<file path="config.mk">
export PLATFORM = sky130hd
export DESIGN_NAME = cache_fill_fsm_flat
export DESIGN_NICKNAME = d
export VERILOG_FILES = /design/src/rtl/cache_fill_fsm_if.sv /design/src/rtl/cache_fill_fsm.sv /design/src/flat_wrapper.sv
export SDC_FILE = /design/constraint.sdc
export NUM_CORES = 1
export LEC_CHECK = 0
export CORE_UTILIZATION = 42
export DETAILED_ROUTE_END_ITERATION = 8
export GPL_TIMING_DRIVEN = 1
export PLACE_DENSITY = 0.91
export RECOVER_POWER = 100
export SETUP_SLACK_MARGIN = 0.2
export SLEW_MARGIN = 10
export SYNTH_ARGS = -nofsm -noshare
export SYNTH_HDL_FRONTEND = slang
export SYNTH_SLANG_ARGS = --single-unit
</file>
<file path="constraint.sdc">
create_clock -name clk -period 3.2 [get_ports clk]
set_input_delay 0.64 -clock clk [delete_from_list [all_inputs] [get_ports clk]]
set_output_delay 0.64 -clock clk [all_outputs]
set_load 0.02 [all_outputs]
</file>
<file path="src/rtl/cache_fill_fsm_if.sv">
// rtl/cache_fill_fsm_if.sv - miss request, memory read and cache array write signals of the fill FSM
interface cache_fill_fsm_if #(
  parameter int ADDR_WIDTH  = 16,
  parameter int BLOCK_WORDS = 8
);
  localparam int OFF_W = $clog2(BLOCK_WORDS);

  logic                  miss_detected;
  logic [ADDR_WIDTH-1:0] miss_address;
  logic                  fsm_busy;
  logic                  memory_enable;
  logic [ADDR_WIDTH-1:0] memory_address;
  logic                  memory_data_valid;
  logic [15:0]           memory_data;
  logic                  write_data_array;
  logic [OFF_W-1:0]      cache_word_offset;
  logic [15:0]           cache_data;
  logic                  write_tag_array;
  logic                  fill_done;

  // master is the fill FSM; slave is the surrounding cache pipeline and memory
  modport master (
    input  miss_detected, miss_address, memory_data_valid, memory_data,
    output fsm_busy, memory_enable, memory_address, write_data_array,
           cache_word_offset, cache_data, write_tag_array, fill_done
  );

  modport slave (
    output miss_detected, miss_address, memory_data_valid, memory_data,
    input  fsm_busy, memory_enable, memory_address, write_data_array,
           cache_word_offset, cache_data, write_tag_array, fill_done
  );
endinterface

</file>
<file path="src/rtl/cache_fill_fsm.sv">
// rtl/cache_fill_fsm.sv - cache block fill FSM; CACHE_FILL_PERF_COUNT_EN adds a saturating fill_count
module cache_fill_fsm #(
  parameter int ADDR_WIDTH  = 16,
  parameter int BLOCK_WORDS = 8
) (
  input  logic             clk,
  input  logic             rst,
  cache_fill_fsm_if.master bus
`ifdef CACHE_FILL_PERF_COUNT_EN
  ,
  output logic [15:0]      fill_count
`endif
);
  localparam int OFF_W = $clog2(BLOCK_WORDS);
  localparam int CNT_W = OFF_W + 1;
  localparam logic [CNT_W-1:0]      FULL_CNT   = CNT_W'(BLOCK_WORDS);
  localparam logic [CNT_W-1:0]      LAST_CNT   = CNT_W'(BLOCK_WORDS - 1);
  localparam logic [ADDR_WIDTH-1:0] BLOCK_MASK = ADDR_WIDTH'(2 * BLOCK_WORDS - 1);

  typedef enum logic {IDLE, FILL} state_t;

  state_t                state, state_nxt;
  logic [ADDR_WIDTH-1:0] base;
  logic [CNT_W-1:0]      issue_count;
  logic [CNT_W-1:0]      recv_count;
  logic                  issuing;
  logic                  accept;
  logic                  last_word;
  logic                  start_fill;

  always_ff @(posedge clk or negedge rst) begin
    if (!rst) begin
      state       <= IDLE;
      base        <= '0;
      issue_count <= '0;
      recv_count  <= '0;
    end else begin
      state <= state_nxt;
      if (start_fill) begin
        base        <= bus.miss_address & ~BLOCK_MASK;
        issue_count <= '0;
        recv_count  <= '0;
      end else begin
        if (issuing) issue_count <= issue_count + 1'b1;
        if (accept)  recv_count  <= recv_count + 1'b1;
      end
    end
  end

  always_comb begin
    state_nxt  = state;
    start_fill = 1'b0;
    issuing    = 1'b0;
    accept     = 1'b0;
    last_word  = 1'b0;
    case (state)
      IDLE: begin
        if (bus.miss_detected) begin
          start_fill = 1'b1;
          state_nxt  = FILL;
        end
      end
      FILL: begin
        issuing   = (issue_count != FULL_CNT);
        accept    = bus.memory_data_valid;
        last_word = accept && (recv_count == LAST_CNT);
        if (last_word) state_nxt = IDLE;
      end
      default: state_nxt = IDLE;
    endcase
  end

  // the masked base leaves room for 2*issue_count, so an OR-free add never carries out of the block
  assign bus.fsm_busy          = (state == FILL);
  assign bus.memory_enable     = issuing;
  assign bus.memory_address    = issuing ? (base + ADDR_WIDTH'({issue_count, 1'b0})) : '0;
  assign bus.write_data_array  = accept;
  assign bus.cache_word_offset = recv_count[OFF_W-1:0];
  assign bus.cache_data        = bus.memory_data;
  assign bus.write_tag_array   = last_word;
  assign bus.fill_done         = last_word;

`ifdef CACHE_FILL_PERF_COUNT_EN
  always_ff @(posedge clk or negedge rst) begin
    if (!rst) begin
      fill_count <= '0;
    end else if (last_word && (fill_count != 16'hFFFF)) begin
      fill_count <= fill_count + 16'd1;
    end
  end
`endif
endmodule

</file>
<file path="src/flat_wrapper.sv">
// flat-port wrapper written by rule: the top's interface ports become plain ports
module cache_fill_fsm_flat 
#(
  parameter int ADDR_WIDTH  = 16,
  parameter int BLOCK_WORDS = 8
)
  (clk, rst, bus_miss_detected, bus_miss_address, bus_memory_data_valid, bus_memory_data, bus_fsm_busy, bus_memory_enable, bus_memory_address, bus_write_data_array, bus_cache_word_offset, bus_cache_data, bus_write_tag_array, bus_fill_done);
  cache_fill_fsm_if #(.ADDR_WIDTH(ADDR_WIDTH), .BLOCK_WORDS(BLOCK_WORDS)) bus_i ();
  input  logic clk;
  input  logic rst;
  input wire logic [$bits(bus_i.miss_detected)-1:0] bus_miss_detected;
  input wire logic [$bits(bus_i.miss_address)-1:0] bus_miss_address;
  input wire logic [$bits(bus_i.memory_data_valid)-1:0] bus_memory_data_valid;
  input wire logic [$bits(bus_i.memory_data)-1:0] bus_memory_data;
  output wire logic [$bits(bus_i.fsm_busy)-1:0] bus_fsm_busy;
  output wire logic [$bits(bus_i.memory_enable)-1:0] bus_memory_enable;
  output wire logic [$bits(bus_i.memory_address)-1:0] bus_memory_address;
  output wire logic [$bits(bus_i.write_data_array)-1:0] bus_write_data_array;
  output wire logic [$bits(bus_i.cache_word_offset)-1:0] bus_cache_word_offset;
  output wire logic [$bits(bus_i.cache_data)-1:0] bus_cache_data;
  output wire logic [$bits(bus_i.write_tag_array)-1:0] bus_write_tag_array;
  output wire logic [$bits(bus_i.fill_done)-1:0] bus_fill_done;
  assign bus_i.miss_detected = bus_miss_detected;
  assign bus_i.miss_address = bus_miss_address;
  assign bus_i.memory_data_valid = bus_memory_data_valid;
  assign bus_i.memory_data = bus_memory_data;
  assign bus_fsm_busy = bus_i.fsm_busy;
  assign bus_memory_enable = bus_i.memory_enable;
  assign bus_memory_address = bus_i.memory_address;
  assign bus_write_data_array = bus_i.write_data_array;
  assign bus_cache_word_offset = bus_i.cache_word_offset;
  assign bus_cache_data = bus_i.cache_data;
  assign bus_write_tag_array = bus_i.write_tag_array;
  assign bus_fill_done = bus_i.fill_done;
  cache_fill_fsm #(.ADDR_WIDTH(ADDR_WIDTH), .BLOCK_WORDS(BLOCK_WORDS)) u_core (.clk(clk), .rst(rst), .bus(bus_i));
endmodule
</file>
* Yosys cells after proc, flatten, opt, wreduce, memory -nomap -nowiden
Index checks and enable logic that the tools add are counted.
Word-level totals: output and inout port bits 40, bits of input ports 36, word-level logic and storage cells 25, bits in registers 21
Cells by class: $add $sub $neg 3, bitwise operators 1, mux-type cells 12, reduce and logical (&&, ||, !) cells 3, eq/ne operators 2
Operator list (count):
- adder 16 x 5 -> 16 bit | 1
- 2-to-1 mux 16 bit | 1
- 2-to-1 mux 4 bit | 4
- adder 4 x 1 -> 4 bit, second input constant | 2
- 2-to-1 mux 1 bit | 6
- equality test 4 x 3 -> 1 bit, second input constant | 1
- != test 4 bit, second input constant | 1
- nonzero test 2 bit | 2
- one-hot mux 1 bit (2 select lines) | 1
- logical AND 1 bit | 1
- NOT 1 bit | 1

* Depth between registers and ports, before layout
depth after elaboration 4, gate-level depth with buffers 6, depth with buffers taken out 6

* Worst setup path before layout
OpenSTA, ideal clock, no wires.
path type register to output, start point register u_core.state (netlist: u_core.bus.fsm_busy), end point output port bus_write_tag_array, path slack 0.842 ns, path buffers 2, data required time 2.560 ns, cell stages (with the launch flop) 5, arrival time 1.718 ns, cell sequence dfrtp_1 > clkbuf_1 > nand2_1 > nor3_1 > buf_4
Between the ends: word-level cells in the longest chain between the ends 1
RTL lines:
- start, declared | line cache_fill_fsm.sv:22 | state_t state, state_nxt;
- start signal, assigned | line cache_fill_fsm.sv:38 | state <= state_nxt;
- 2-to-1 mux 1 bit | line cache_fill_fsm.sv:56 | case (state)
- end, declared | line flat_wrapper.sv:21 | output wire logic [$bits(bus_i.write_tag_array)-1:0] bus_write_tag_array;
Every way passes these cells.

* Worst setup path after layout
start point register u_core.issue_count[3], end point output port bus_memory_address[11]
Between the ends: word-level cells in the longest chain between the ends 3, elaborated cells between the ends (all ways) 4, classes of those cells add/sub: 1; eq/ne: 1; mux: 2
RTL lines:
- start, declared | line cache_fill_fsm.sv:24 | logic [CNT_W-1:0] issue_count;
- start signal, assigned | line cache_fill_fsm.sv:44 | if (issuing) issue_count <= issue_count + 1'b1;
- parallel branches: the longest is 2 deep, another holds adder 16 x 5 -> 16 bit
- 2-to-1 mux 16 bit (*) | line cache_fill_fsm.sv:76 | assign bus.memory_address = issuing ? (base + ADDR_WIDTH'({issue_count, 1'b0})) : '0;
- end, declared | line flat_wrapper.sv:17 | output wire logic [$bits(bus_i.memory_address)-1:0] bus_memory_address;
Every way passes the cells marked *.

==> metrics.csv <==
stage,metric,value,unit
synthesis,post-synthesis instance total,166,
timing,Final Max Slew Viols,0,
die,die height,59.4,um
timing,final setup fails,0,
global_routing,Overall Global Routing Usage,18.6,%
critical_path,crit-path leading delay family,buffers and inverters,
clock_network,Post-CTS Setup Repair Bufs,0,
critical_path,Crit path depth,5,
clock_network,clock-pin slew on the worst setup and hold paths,120,ps
hold_path,Min-Delay Startpoint,u_core.recv_count[3]$_DFFE_PN0P_,
clock_network,total CTS buffers,3,
global_routing,"Remaining Overflow, GRT",0,
clock_network,worst skew pair latency,310,ps
routing,via count,1150,
clock_network,clock sink count,21,
clock_network,Max Root-Sink Buffers,2,
cells_and_area,Final Net Count,225,
cells_and_area,synth-to-layout area growth,18.3,%
global_routing,global-route wire length before repair,4990,um
synthesis,flip-flop and latch count after synthesis,21,
hold_path,type of the tightest min-delay check,register to register,
routing,antenna-violating nets left,0,
routing,DRC violations left,0,
routing,M1 WL,1290,um
critical_path,Worst path max stage delay,620,ps
critical_path,worst path cell trace,ha_1 -> nand4_4 -> or3_1 -> a21oi_1 -> clkdlybuf4s50_1,
synthesis,"Seq/Total Area, Yosys",37.9,%
synthesis,Mapped Area,0.00139,mm^2
die,DIE AREA,0.00353,mm^2
routing,drt total wl,2950,um
synthesis,synth warn,0,
synthesis,largest family of logic cells by synthesized area,simple AND/OR/NAND/NOR gates,
power,VDD IR max,0.346,mV
die,Site Rows,20,
critical_path,element type at the critical path end,primary output,
timing,final setup margin,233,ps
timing,Final Cycle Share,92.7,%
critical_path,crit start category,register,
place,port bufs,38,
timing,RSZ-0062 raised after global routing,yes,
timing,fmax,337,MHz
timing,Post-Route Skew,3.50,ps
timing,final hold viol count,0,
run_status,outcome,completed,
critical_path,Critical-path top delay cell,clkdlybuf4s50_1,
power,power per cell area,954,mW/mm^2
synthesis,synth unique cells,31,
routing,routed wl met2,1460,um
critical_path,crit-path max FO,8,
global_routing,number of global-route vias before repair,1139,
routing,DRT Pass-1 Iters,4,
clock_network,"Hold-fix buffers, CTS",0,
critical_path,r2r setup slk,1350,ps
cells_and_area,share of cells above drive strength 1,4.92,%
synthesis,Compound-Gate Fraction of Synth Area,8.85,%
place,Placed Cells,223,
routing,Avg Vias per Cell,5.07,
synthesis,simple-gate share of the synthesized area,27.8,%
cells_and_area,"Core Util, Final",52.8,%
clock_network,# H-tree levels,1,
critical_path,r2r endpoint,u_core.issue_count[3]$_DFFE_PN0P_,
routing,max layer used,met4,
routing,Routed WL per cell,13.0,um
routing,number of DRC markers in iteration 0,47,
die,I/O pin cnt,76,
critical_path,worst reg2reg startpoint,u_core.bus.fsm_busy$_DFF_PN0_,
cells_and_area,fillers,297,
timing,setup tns final,0,ps
die,Initial Util,44.6,%
cells_and_area,Finished Layout Cells,227,
hold_path,hold endpoint,u_core.recv_count[3]$_DFFE_PN0P_,
synthesis,syn_nets,207,
synthesis,post-synthesis mux area share,2.26,%
synthesis,Synth Area per Inst,8.34,um^2
synthesis,adder-cell area share of the yosys netlist,4.52,%
clock_network,CTS Root Cell,clkbuf_4,
power,LEAKAGE,0.755,nW
routing,metal3 WL,162,um
die,Core ar.,0.00310,mm^2
global_routing,largest net degree at the start of global routing,22,
place,GPL Wtd Cong,0.895,
cells_and_area,antenna fix cells,0,
hold_path,Hold Crit Depth,1,
die,chip width,59.4,um
critical_path,critical path type,register to primary output,
critical_path,number of cells on the worst reg-to-reg path,4,
critical_path,number of buffer and inverter stages on the critical path,1,
critical_path,crit path DAT,2330,ps
job,Max-cap violations,0,
timing,worst rel slew slack,36.8,%
place,pre-CTS setup slack,351,ps
timing,measured slew at the worst slew-check pin,945,ps
timing,WHS,515,ps
synthesis,Post-Synth XOR/XNOR Area,3.16,%
critical_path,CP required,2560,ps
global_routing,initial antenna violation count,0,
place,Post-DP HPWL,2180,um
clock_network,CTS tree,yes,
timing,Final min period,2970,ps
==> report_power, final <==
group / internal (mW) / total, mW / leakage (nW) / switching, mW
registers: 0.391 / 0.558 / 0.254 / 0.167
clock network: 0.0466 / 0.131 / 0.0177 / 0.0845
logic: 0.374 / 0.875 / 0.483 / 0.501
==> how the worst max path moves through the flow <==
| stage | startpoint | to | slack, ps |
|---|---|---|---|
| final | u_core.issue_count[3]$_DFFE_PN0P_ | bus_memory_address[11] | 230 |
| after global routing | u_core.issue_count[3]$_DFFE_PN0P_ | bus_memory_address[10] | 110 |
| after CTS | u_core.issue_count[3]$_DFFE_PN0P_ | bus_memory_address[9] | 220 |
| after detailed placement | bus_memory_data_valid | bus_fill_done | 350 |
| after global placement | bus_memory_data_valid | bus_fill_done | 370 |
| after floorplan | u_core.bus.fsm_busy$_DFF_PN0_ | bus_write_tag_array | 840 |
==> logic make-up (layout without fill, tap and decap cells) <==
logic type	count (synthesis)	count (layout)
compound gates	21	21
xor+xnor	5	5
fa+ha+maj	5	5
buf+inv	33	50
flops	21	21
mux	3	3
other cells	1	1
simple gates	77	77
==> worst register-to-register path: stages (launching register included) <==
cell	delay [ps]
dfrtp_1	530
nor2b_1	160
clkbuf_1	560
a21oi_1	140
a221o_1	370
==> layout by cell type, fill, tap and decap left out, types with 2 or more instances in the layout <==
cell / Yosys / final
clkdlybuf4s50_1: 0 / 13
dlygate4sd2_1: 0 / 5
clkbuf_1: 3 / 3
and2_1: 2 / 2
xor2_1: 2 / 2
nand4_1: 2 / 3
nand3_1: 9 / 9
dfrtp_1: 21 / 21
or4_1: 4 / 4
mux2i_1: 2 / 2
o21ai_0: 7 / 7
dlygate4sd3_1: 0 / 17
inv_1: 7 / 6
o31ai_1: 5 / 5
clkbuf_4: 0 / 3
xnor2_1: 3 / 3
nand2_1: 40 / 39
a21oi_1: 8 / 8
or3_1: 2 / 2
nor2_1: 9 / 9
ha_1: 5 / 5
==> cell type report <==
cell class                      instances  area [um^2]  area share, %
Clock buffer                            3         22.5           1.37
Clock inverter                          1         5.00          0.305
Inverter                                7         26.3           1.60
Multi-Input combinational cell        112          637           38.9
Sequential cell                        21          526           32.1
Tap cell                               44         55.1           3.36
Timing Repair Buffer                   39          368           22.4
==> Yosys cell counts, drive strengths merged <==
cell type  instances  area share (%)
o21ai              7             2.5
and2               2            0.90
or4                4             2.2
or3                3             1.4
xor2               2             1.3
nand2b             1            0.45
xnor2              3             1.9
nor3               1            0.36
mux2               1            0.81
nand2             40              11
buf               23              12
nand3b             1            0.54
nor3b              1            0.54
clkbuf             3            0.81
o31ai              5             2.7
nor2               9             2.4
mux2i              2             1.4
conb               1            0.27
inv                7             1.9
nand4              4             4.0
nor2b              1            0.45
dfrtp             21              38
and3               1            0.45
nand3              9             3.3
a221o              1            0.72
ha                 5             4.5
a21oi              8             2.9
==> routing by layer <==
layer,vias to the layer above,GRT usage (%)
met5,-,0
met4,0,8.16
met3,6,3.28
met2,38,32.4
met1,535,22.3
li1,571,-
==> per-stage QoR <==
stage	instance area (um^2)	power, mW
floorplan	1390	1.16
global placement	1640	1.49
detailed placement	1640	1.53
CTS	1670	1.64
global route	1640	1.69
finish	1640	1.56
==> registers in the layout, indices dropped and copies added (netlist names) <==
signal and cells:
u_core.base 12, u_core.bus.fsm_busy 1, u_core.issue_count 4, u_core.recv_count 4
==> what timing repair did <==
item                       CTS  global route
resized for setup            6             6
pin swaps                    0             0
setup endpoints to repair   10             5
Note: power is estimated with default switching activity, not from simulation.
